## config.mk

```make
export PLATFORM = sky130hd
export DESIGN_NAME = output_controller_flat
export DESIGN_NICKNAME = d
export VERILOG_FILES = /design/src/rtl/output_controller_pkg.sv /design/src/rtl/output_controller_if.sv /design/src/rtl/oc_vc_buffer.sv /design/src/rtl/output_controller.sv /design/src/flat_wrapper.sv
export SDC_FILE = /design/constraint.sdc
export NUM_CORES = 1
export LEC_CHECK = 0
export CORE_MARGIN = 4
export CORE_UTILIZATION = 53
export CTS_CLUSTER_DIAMETER = 50
export DETAILED_ROUTE_END_ITERATION = 10
export GPL_TIMING_DRIVEN = 1
export PLACE_DENSITY = 0.9
export SLEW_MARGIN = 20
export SYNTH_ARGS = -nofsm -noshare
export SYNTH_HDL_FRONTEND = slang
export SYNTH_SLANG_ARGS = --single-unit
```

## constraint.sdc

```tcl
create_clock -name clk -period 2.31 [get_ports clk]
set_input_delay 0.3465 -clock clk [delete_from_list [all_inputs] [get_ports clk]]
set_output_delay 0.3465 -clock clk [all_outputs]
set_load 0.01 [all_outputs]
```

## src/rtl/output_controller_pkg.sv

```systemverilog
// Shared router definitions: packet layout, phase encoding and VC buffer states.
package output_controller_pkg;

  localparam int PKT_W   = 64;
  localparam int HOP_MSB = 55;
  localparam int HOP_LSB = 48;

  typedef enum logic {
    POL_EVEN = 1'b0,
    POL_ODD  = 1'b1
  } polarity_e;

  typedef enum logic [1:0] {
    VC_EMPTY   = 2'd0,
    VC_FULL    = 2'd1,
    VC_BLOCKED = 2'd2
  } vc_state_e;

endpackage

```

## src/rtl/output_controller_if.sv

```systemverilog
// Write handshake from the output arbiter and the outbound si/ri/di link.
interface output_controller_if;
  import output_controller_pkg::*;

  logic             wr_valid;
  logic [PKT_W-1:0] wr_data;
  logic             wr_ready;
  logic             ro;
  logic             so;
  logic [PKT_W-1:0] dout;

  modport master (
    output wr_valid, wr_data, ro,
    input  wr_ready, so, dout
  );

  modport slave (
    input  wr_valid, wr_data, ro,
    output wr_ready, so, dout
  );

endinterface

```

## src/rtl/oc_vc_buffer.sv

```systemverilog
// One virtual-channel buffer: packet register, EMPTY/FULL/BLOCKED FSM and
// saturating stall counter. Writes and link opportunities never coincide.
module oc_vc_buffer
  import output_controller_pkg::*;
#(
  parameter int unsigned STALL_LIMIT = 15
) (
  input  logic             clk,
  input  logic             reset,
  input  logic             wr_en_i,
  input  logic [PKT_W-1:0] wr_data_i,
  input  logic             opp_i,
  input  logic             ro_i,
  output logic             full_o,
  output logic             send_o,
  output logic [PKT_W-1:0] data_o,
  output logic             over_limit_o
);

  localparam logic [7:0] LIMIT_C = 8'(STALL_LIMIT);

  vc_state_e        state_q, state_d;
  logic [PKT_W-1:0] data_q, data_d;
  logic [7:0]       cnt_q, cnt_d;

  always_ff @(posedge clk) begin
    if (!reset) begin
      state_q <= VC_EMPTY;
      data_q  <= '0;
      cnt_q   <= '0;
    end else begin
      state_q <= state_d;
      data_q  <= data_d;
      cnt_q   <= cnt_d;
    end
  end

  always_comb begin
    state_d = state_q;
    data_d  = data_q;
    cnt_d   = cnt_q;
    send_o  = 1'b0;
    case (state_q)
      VC_EMPTY: begin
        if (wr_en_i) begin
          state_d = VC_FULL;
          data_d  = wr_data_i;
        end
      end
      VC_FULL, VC_BLOCKED: begin
        if (opp_i) begin
          if (ro_i) begin
            send_o  = 1'b1;
            state_d = VC_EMPTY;
            data_d  = '0;
            cnt_d   = '0;
          end else begin
            state_d = VC_BLOCKED;
            if (cnt_q != 8'hFF) cnt_d = cnt_q + 8'd1;
          end
        end
      end
      default: state_d = VC_EMPTY;
    endcase
  end

  // Compared against the next count so the top-level stall flop tracks this edge.
  assign over_limit_o = (cnt_d >= LIMIT_C);
  assign full_o       = (state_q != VC_EMPTY);
  assign data_o       = data_q;

endmodule

```

## src/rtl/output_controller.sv

```systemverilog
// Transmit-side link controller: two phase-interleaved VC buffers feeding one link.
// Optional packet counter enabled by OUTPUT_CONTROLLER_PKT_COUNT_EN.
module output_controller
  import output_controller_pkg::*;
#(
  parameter int unsigned STALL_LIMIT = 15
) (
  input  logic                clk,
  input  logic                reset,
  input  logic                polarity,
  output_controller_if.slave  link,
  output logic                full_even,
  output logic                full_odd,
  output logic                err_overflow,
  output logic                stall
`ifdef OUTPUT_CONTROLLER_PKT_COUNT_EN
  , output logic [15:0]       pkt_count
`endif
);

  logic             wr_accept;
  logic             send_even, send_odd;
  logic             over_even, over_odd;
  logic [PKT_W-1:0] data_even, data_odd;
  logic             so_q, so_d;
  logic [PKT_W-1:0] dout_q, dout_d;
  logic             err_q, err_d;
  logic             stall_q, stall_d;

  assign link.wr_ready = (polarity == POL_ODD) ? !full_odd : !full_even;
  assign wr_accept     = link.wr_valid && link.wr_ready;

  // Even buffer is written in the even phase and drained in the odd phase.
  oc_vc_buffer #(.STALL_LIMIT(STALL_LIMIT)) u_vc_even (
    .clk          (clk),
    .reset        (reset),
    .wr_en_i      (wr_accept && (polarity == POL_EVEN)),
    .wr_data_i    (link.wr_data),
    .opp_i        (polarity == POL_ODD),
    .ro_i         (link.ro),
    .full_o       (full_even),
    .send_o       (send_even),
    .data_o       (data_even),
    .over_limit_o (over_even)
  );

  oc_vc_buffer #(.STALL_LIMIT(STALL_LIMIT)) u_vc_odd (
    .clk          (clk),
    .reset        (reset),
    .wr_en_i      (wr_accept && (polarity == POL_ODD)),
    .wr_data_i    (link.wr_data),
    .opp_i        (polarity == POL_EVEN),
    .ro_i         (link.ro),
    .full_o       (full_odd),
    .send_o       (send_odd),
    .data_o       (data_odd),
    .over_limit_o (over_odd)
  );

  always_comb begin
    so_d    = send_even || send_odd;
    dout_d  = '0;
    if (send_even)     dout_d = data_even;
    else if (send_odd) dout_d = data_odd;
    err_d   = err_q || (link.wr_valid && !link.wr_ready);
    stall_d = over_even || over_odd;
  end

  always_ff @(posedge clk) begin
    if (!reset) begin
      so_q    <= 1'b0;
      dout_q  <= '0;
      err_q   <= 1'b0;
      stall_q <= 1'b0;
    end else begin
      so_q    <= so_d;
      dout_q  <= dout_d;
      err_q   <= err_d;
      stall_q <= stall_d;
    end
  end

  assign link.so      = so_q;
  assign link.dout    = dout_q;
  assign err_overflow = err_q;
  assign stall        = stall_q;

`ifdef OUTPUT_CONTROLLER_PKT_COUNT_EN
  logic [15:0] pkt_cnt_q, pkt_cnt_d;

  assign pkt_cnt_d = so_d ? pkt_cnt_q + 16'd1 : pkt_cnt_q;

  always_ff @(posedge clk) begin
    if (!reset) pkt_cnt_q <= '0;
    else        pkt_cnt_q <= pkt_cnt_d;
  end

  assign pkt_count = pkt_cnt_q;
`endif

endmodule

```

## src/flat_wrapper.sv

```systemverilog
// flat-port wrapper written by rule: the top's interface ports become plain ports
module output_controller_flat import output_controller_pkg::*;
#(
  parameter int unsigned STALL_LIMIT = 15
)
  (clk, reset, polarity, full_even, full_odd, err_overflow, stall, link_wr_valid, link_wr_data, link_ro, link_wr_ready, link_so, link_dout);
  output_controller_if link_i ();
  input  logic clk;
  input  logic reset;
  input  logic polarity;
  output logic full_even;
  output logic full_odd;
  output logic err_overflow;
  output logic stall;
  input wire logic [$bits(link_i.wr_valid)-1:0] link_wr_valid;
  input wire logic [$bits(link_i.wr_data)-1:0] link_wr_data;
  input wire logic [$bits(link_i.ro)-1:0] link_ro;
  output wire logic [$bits(link_i.wr_ready)-1:0] link_wr_ready;
  output wire logic [$bits(link_i.so)-1:0] link_so;
  output wire logic [$bits(link_i.dout)-1:0] link_dout;
  assign link_i.wr_valid = link_wr_valid;
  assign link_i.wr_data = link_wr_data;
  assign link_i.ro = link_ro;
  assign link_wr_ready = link_i.wr_ready;
  assign link_so = link_i.so;
  assign link_dout = link_i.dout;
  output_controller #(.STALL_LIMIT(STALL_LIMIT)) u_core (.clk(clk), .reset(reset), .polarity(polarity), .link(link_i), .full_even(full_even), .full_odd(full_odd), .err_overflow(err_overflow), .stall(stall));
endmodule
```

==> impl_metrics.json <==
{
  "layout-drive-gt1-share": 0.0806,
  "post_cts_hold_buffer_count": 0,
  "report.final.setup_viol": 0,
  "cts-root-to-sink-buffers": 3,
  "placement.cell_area_sq_um": 9730,
  "post_synth.cell_area_avg_sq_um": 9.15,
  "grt_pass1_wl_um": 34000,
  "htree_num_levels": 1,
  "antenna_found_initial": 0,
  "clk_latency_ps": 500,
  "grt_util_all_layers": 0.228,
  "ctsRootBufferMaster": "clkbuf_16",
  "timing.final.crit_period_ps": 2220,
  "drt-initial-drc-count": 798,
  "wl_met1_um": 8850,
  "drt_first_pass_iters": 6,
  "ff2ff_setup_slack_ps": 220,
  "floorplan.die.height_um": 131,
  "synth_nets": 957,
  "finalHoldViolCount": 0,
  "synth_cell_types": 53,
  "postRouteAntennaNets": 0,
  "worst_hold_path_type": "register to register",
  "pwr_density_cell_nw_per_um2": 824,
  "setup_tns_ps": 0,
  "ys_ff_latch": 215,
  "cap_viol_max_count": 0,
  "place.detailed.hpwl_um": 12700,
  "rel_slew_slack": 0.706,
  "async_reset_ff_frac": 0,
  "cts_sinks": 215,
  "outcome": "complete, no violations",
  "routabilityCongestion": 0.903,
  "post_detailed_route_via_to_cell_ratio": 5.91,
  "ys_warn_count": 0,
  "start_kind": "register",
  "chip_width_um": 131,
  "die_area_sq_um": 17300,
  "number_of_buffers_inserted_during_clock_tree_synthesis": 23,
  "cts_tree": "yes",
  "synth_edf_count": 0,
  "wl_per_cell_um": 17.2,
  "wirelength_um": 20700,
  "via_count_of_the_first_global_routing_pass": 6951,
  "placement_rows": 44,
  "grt_max_degree": 49,
  "design.core.area_sq_um": 14800,
  "insertedDiodeCount": 0,
  "max_clock_freq_mhz": 450,
  "vdd.ir_drop.worst_mv": 0.697,
  "initial_utilization": 0.547,
  "rsz_0062_raised_after_global_routing": "no",
  "detail_route.drc_violations": 0,
  "worst-endpoint-required_ps": 1960,
  "design.final.nets": 1075,
  "worst_setup_hold_path_clk_slew_ps": 60,
  "grt-ovfl-total": 0,
  "io_pins": 139,
  "worst-slew-pin-transition_ps": 430,
  "synthesis.area_sq_um": 8080,
  "critPathKind": "register to output pin",
  "critical_path_arrival_ps": 1870,
  "synth-main-ff-cell": "dfxtp_1",
  "sequential_share_of_the_synthesized_area": 0.533,
  "post-route-cell-area_sq_um": 10500,
  "timing.final.max_slew_violations": 0,
  "vias": 7103,
  "leakage_power_figure_nw": 3.78,
  "timing.critical_path.mode_cell": "inv_1",
  "highest_layer": "met4",
  "critical_path.max_fanout": 5,
  "critical_path_s_largest_stage_delay_ps": 520,
  "critical_path.endpoint_type": "output pin",
  "critical_path_cell_sequence": "inv_1 -> ha_4 -> nor2b_4 -> a21oi_2 -> inv_1 -> clkdlybuf4s50_1",
  "io_buffers": 138,
  "detailroute.wirelength.met2_um": 9740,
  "setup_skew_after_layout_ps": 8.89,
  "final.period_utilization": 0.961,
  "met3RoutedLength_um": 1530,
  "cells_after_synthesis": 883,
  "area_delta_synth_final_pct": 30.4,
  "crit_slowest_cell": "clkdlybuf4s50_1"
}
## where the power goes
part	total, mW	leakage, nW	switching [mW]	internal, mW
Clock	3.72	0.375	1.47	2.25
Combinational	0.977	1.66	0.532	0.445
Sequential	3.98	1.75	0.0916	3.88
## per-stage QoR
step / instances / setup slack, ps / power [mW] / utilization / hold slack, ps
global placement: 1160 / 104 / 4.99 / 0.660 / 437
detailed placement: 1160 / 48.5 / 5.00 / 0.660 / 443
CTS: 1201 / 1.88 / 8.73 / 0.713 / 443
floorplan: 883 / 439 / 4.63 / - / 432
global route: 1201 / 23.6 / 9.00 / 0.714 / 467
finish: 1201 / 89.7 / 8.68 / 0.714 / 451
## cell families after synthesis
kind of cell,count (synthesis),share of synthesized area
flops,215,0.533
xor+xnor,4,0.00434
simple gates,330,0.201
mux,1,0.00124
compound gates,240,0.201
fa+ha+maj,5,0.00775
buf+inv,88,0.0519
## layer usage
| layer | vias up | GRT usage |
|---|---|---|
| li1 | 3369 | - |
| met1 | 3370 | 0.295 |
| met2 | 321 | 0.384 |
| met3 | 43 | 0.0401 |
| met4 | 0 | 0.0852 |
| met5 | - | 0 |
## critical path, delay by kind of cell, from the launching register on
kind / cells / cell delay [ps]
simple gates: 1 / 150
buf+inv: 3 / 700
fa+ha+maj: 1 / 180
flops: 1 / 290
compound gates: 1 / 50
## state kept, by name, summed over array words and instances, names as in the netlist
register and cells:
u_core.link.dout 64, u_core.u_vc_even.data_o 64, u_core.u_vc_odd.cnt_q 8, u_core.u_vc_even.state_q 2
u_core.u_vc_odd.data_o 64, u_core.err_overflow 1, u_core.u_vc_even.cnt_q 8, u_core.link.so 1
u_core.stall 1, u_core.u_vc_odd.state_q 2
## cell usage in the layout (no fill, tap or decap), types with 3 or more instances in the layout
cell and instances:
a211oi_1 3, a21oi_1 76, a22oi_1 129, a41oi_1 4, and2_1 11, and3_1 5
and4_1 3, buf_12 13, buf_4 18, bufinv_16 3, clkbuf_1 4, clkbuf_16 23
clkdlybuf4s50_1 138, dfxtp_1 215, ha_1 3, inv_1 11, inv_6 4, nand2_1 73
nand3_1 3, nand3b_1 64, nand4_1 4, nand4b_1 3, nor2_1 143, nor2b_1 3
nor3_1 5, o21ai_0 6, xor2_1 3
## cell usage after synthesis (2+ instances only)
cell | count | area share
nand4_1 | 4 | 0.0031
a21oi_1 | 77 | 0.048
a22oi_1 | 129 | 0.12
nor2_1 | 143 | 0.066
ha_1 | 5 | 0.0077
o21ai_0 | 6 | 0.0037
a211oi_1 | 3 | 0.0028
buf_6 | 6 | 0.0084
and4_1 | 3 | 0.0033
nand4b_1 | 3 | 0.0033
nand2_1 | 73 | 0.034
a31oi_1 | 2 | 0.0015
o31a_1 | 2 | 0.0022
nor4_1 | 2 | 0.0015
a2111oi_0 | 2 | 0.0022
buf_2 | 32 | 0.020
nand3b_1 | 64 | 0.059
nor2b_1 | 4 | 0.0031
nor3_1 | 5 | 0.0031
a22o_1 | 2 | 0.0022
inv_1 | 12 | 0.0056
nand3_1 | 3 | 0.0019
and2_1 | 11 | 0.0085
nand2b_1 | 2 | 0.0015
a41oi_1 | 4 | 0.0043
xor2_1 | 3 | 0.0033
dfxtp_1 | 215 | 0.53
and3_1 | 5 | 0.0039
clkbuf_1 | 37 | 0.017
## repair_timing
item	in CTS	in global routing
endpoints found under the setup margin	1	1
buffers inserted	0	0
resized for setup	2	3
## layout make-up
| cell class | count | area [sq um] |
|---|---|---|
| Sequential cell | 215 | 4300 |
| Fill cell | 1054 | 4220 |
| Multi-Input combinational cell | 580 | 3400 |
| Timing Repair Buffer | 169 | 1780 |
| Clock buffer | 29 | 618 |
| Tap cell | 184 | 230 |
| Clock inverter | 12 | 159 |
| Inverter | 12 | 50.0 |
## worst paths after layout
path | startpoint | end | cells after the start
worst max-delay path | u_core.u_vc_even.state_q[0] | link_wr_ready | 6
worst min-delay path | u_core.u_vc_odd.data_o[38] | u_core.u_vc_odd.data_o[38] | 2
worst max register to register | u_core.u_vc_odd.state_q[1] | u_core.link.dout[53] | 7
worst min register to register | u_core.u_vc_odd.data_o[38] | u_core.u_vc_odd.data_o[38] | 2
No activity file was read; power rests on OpenSTA's default activity.
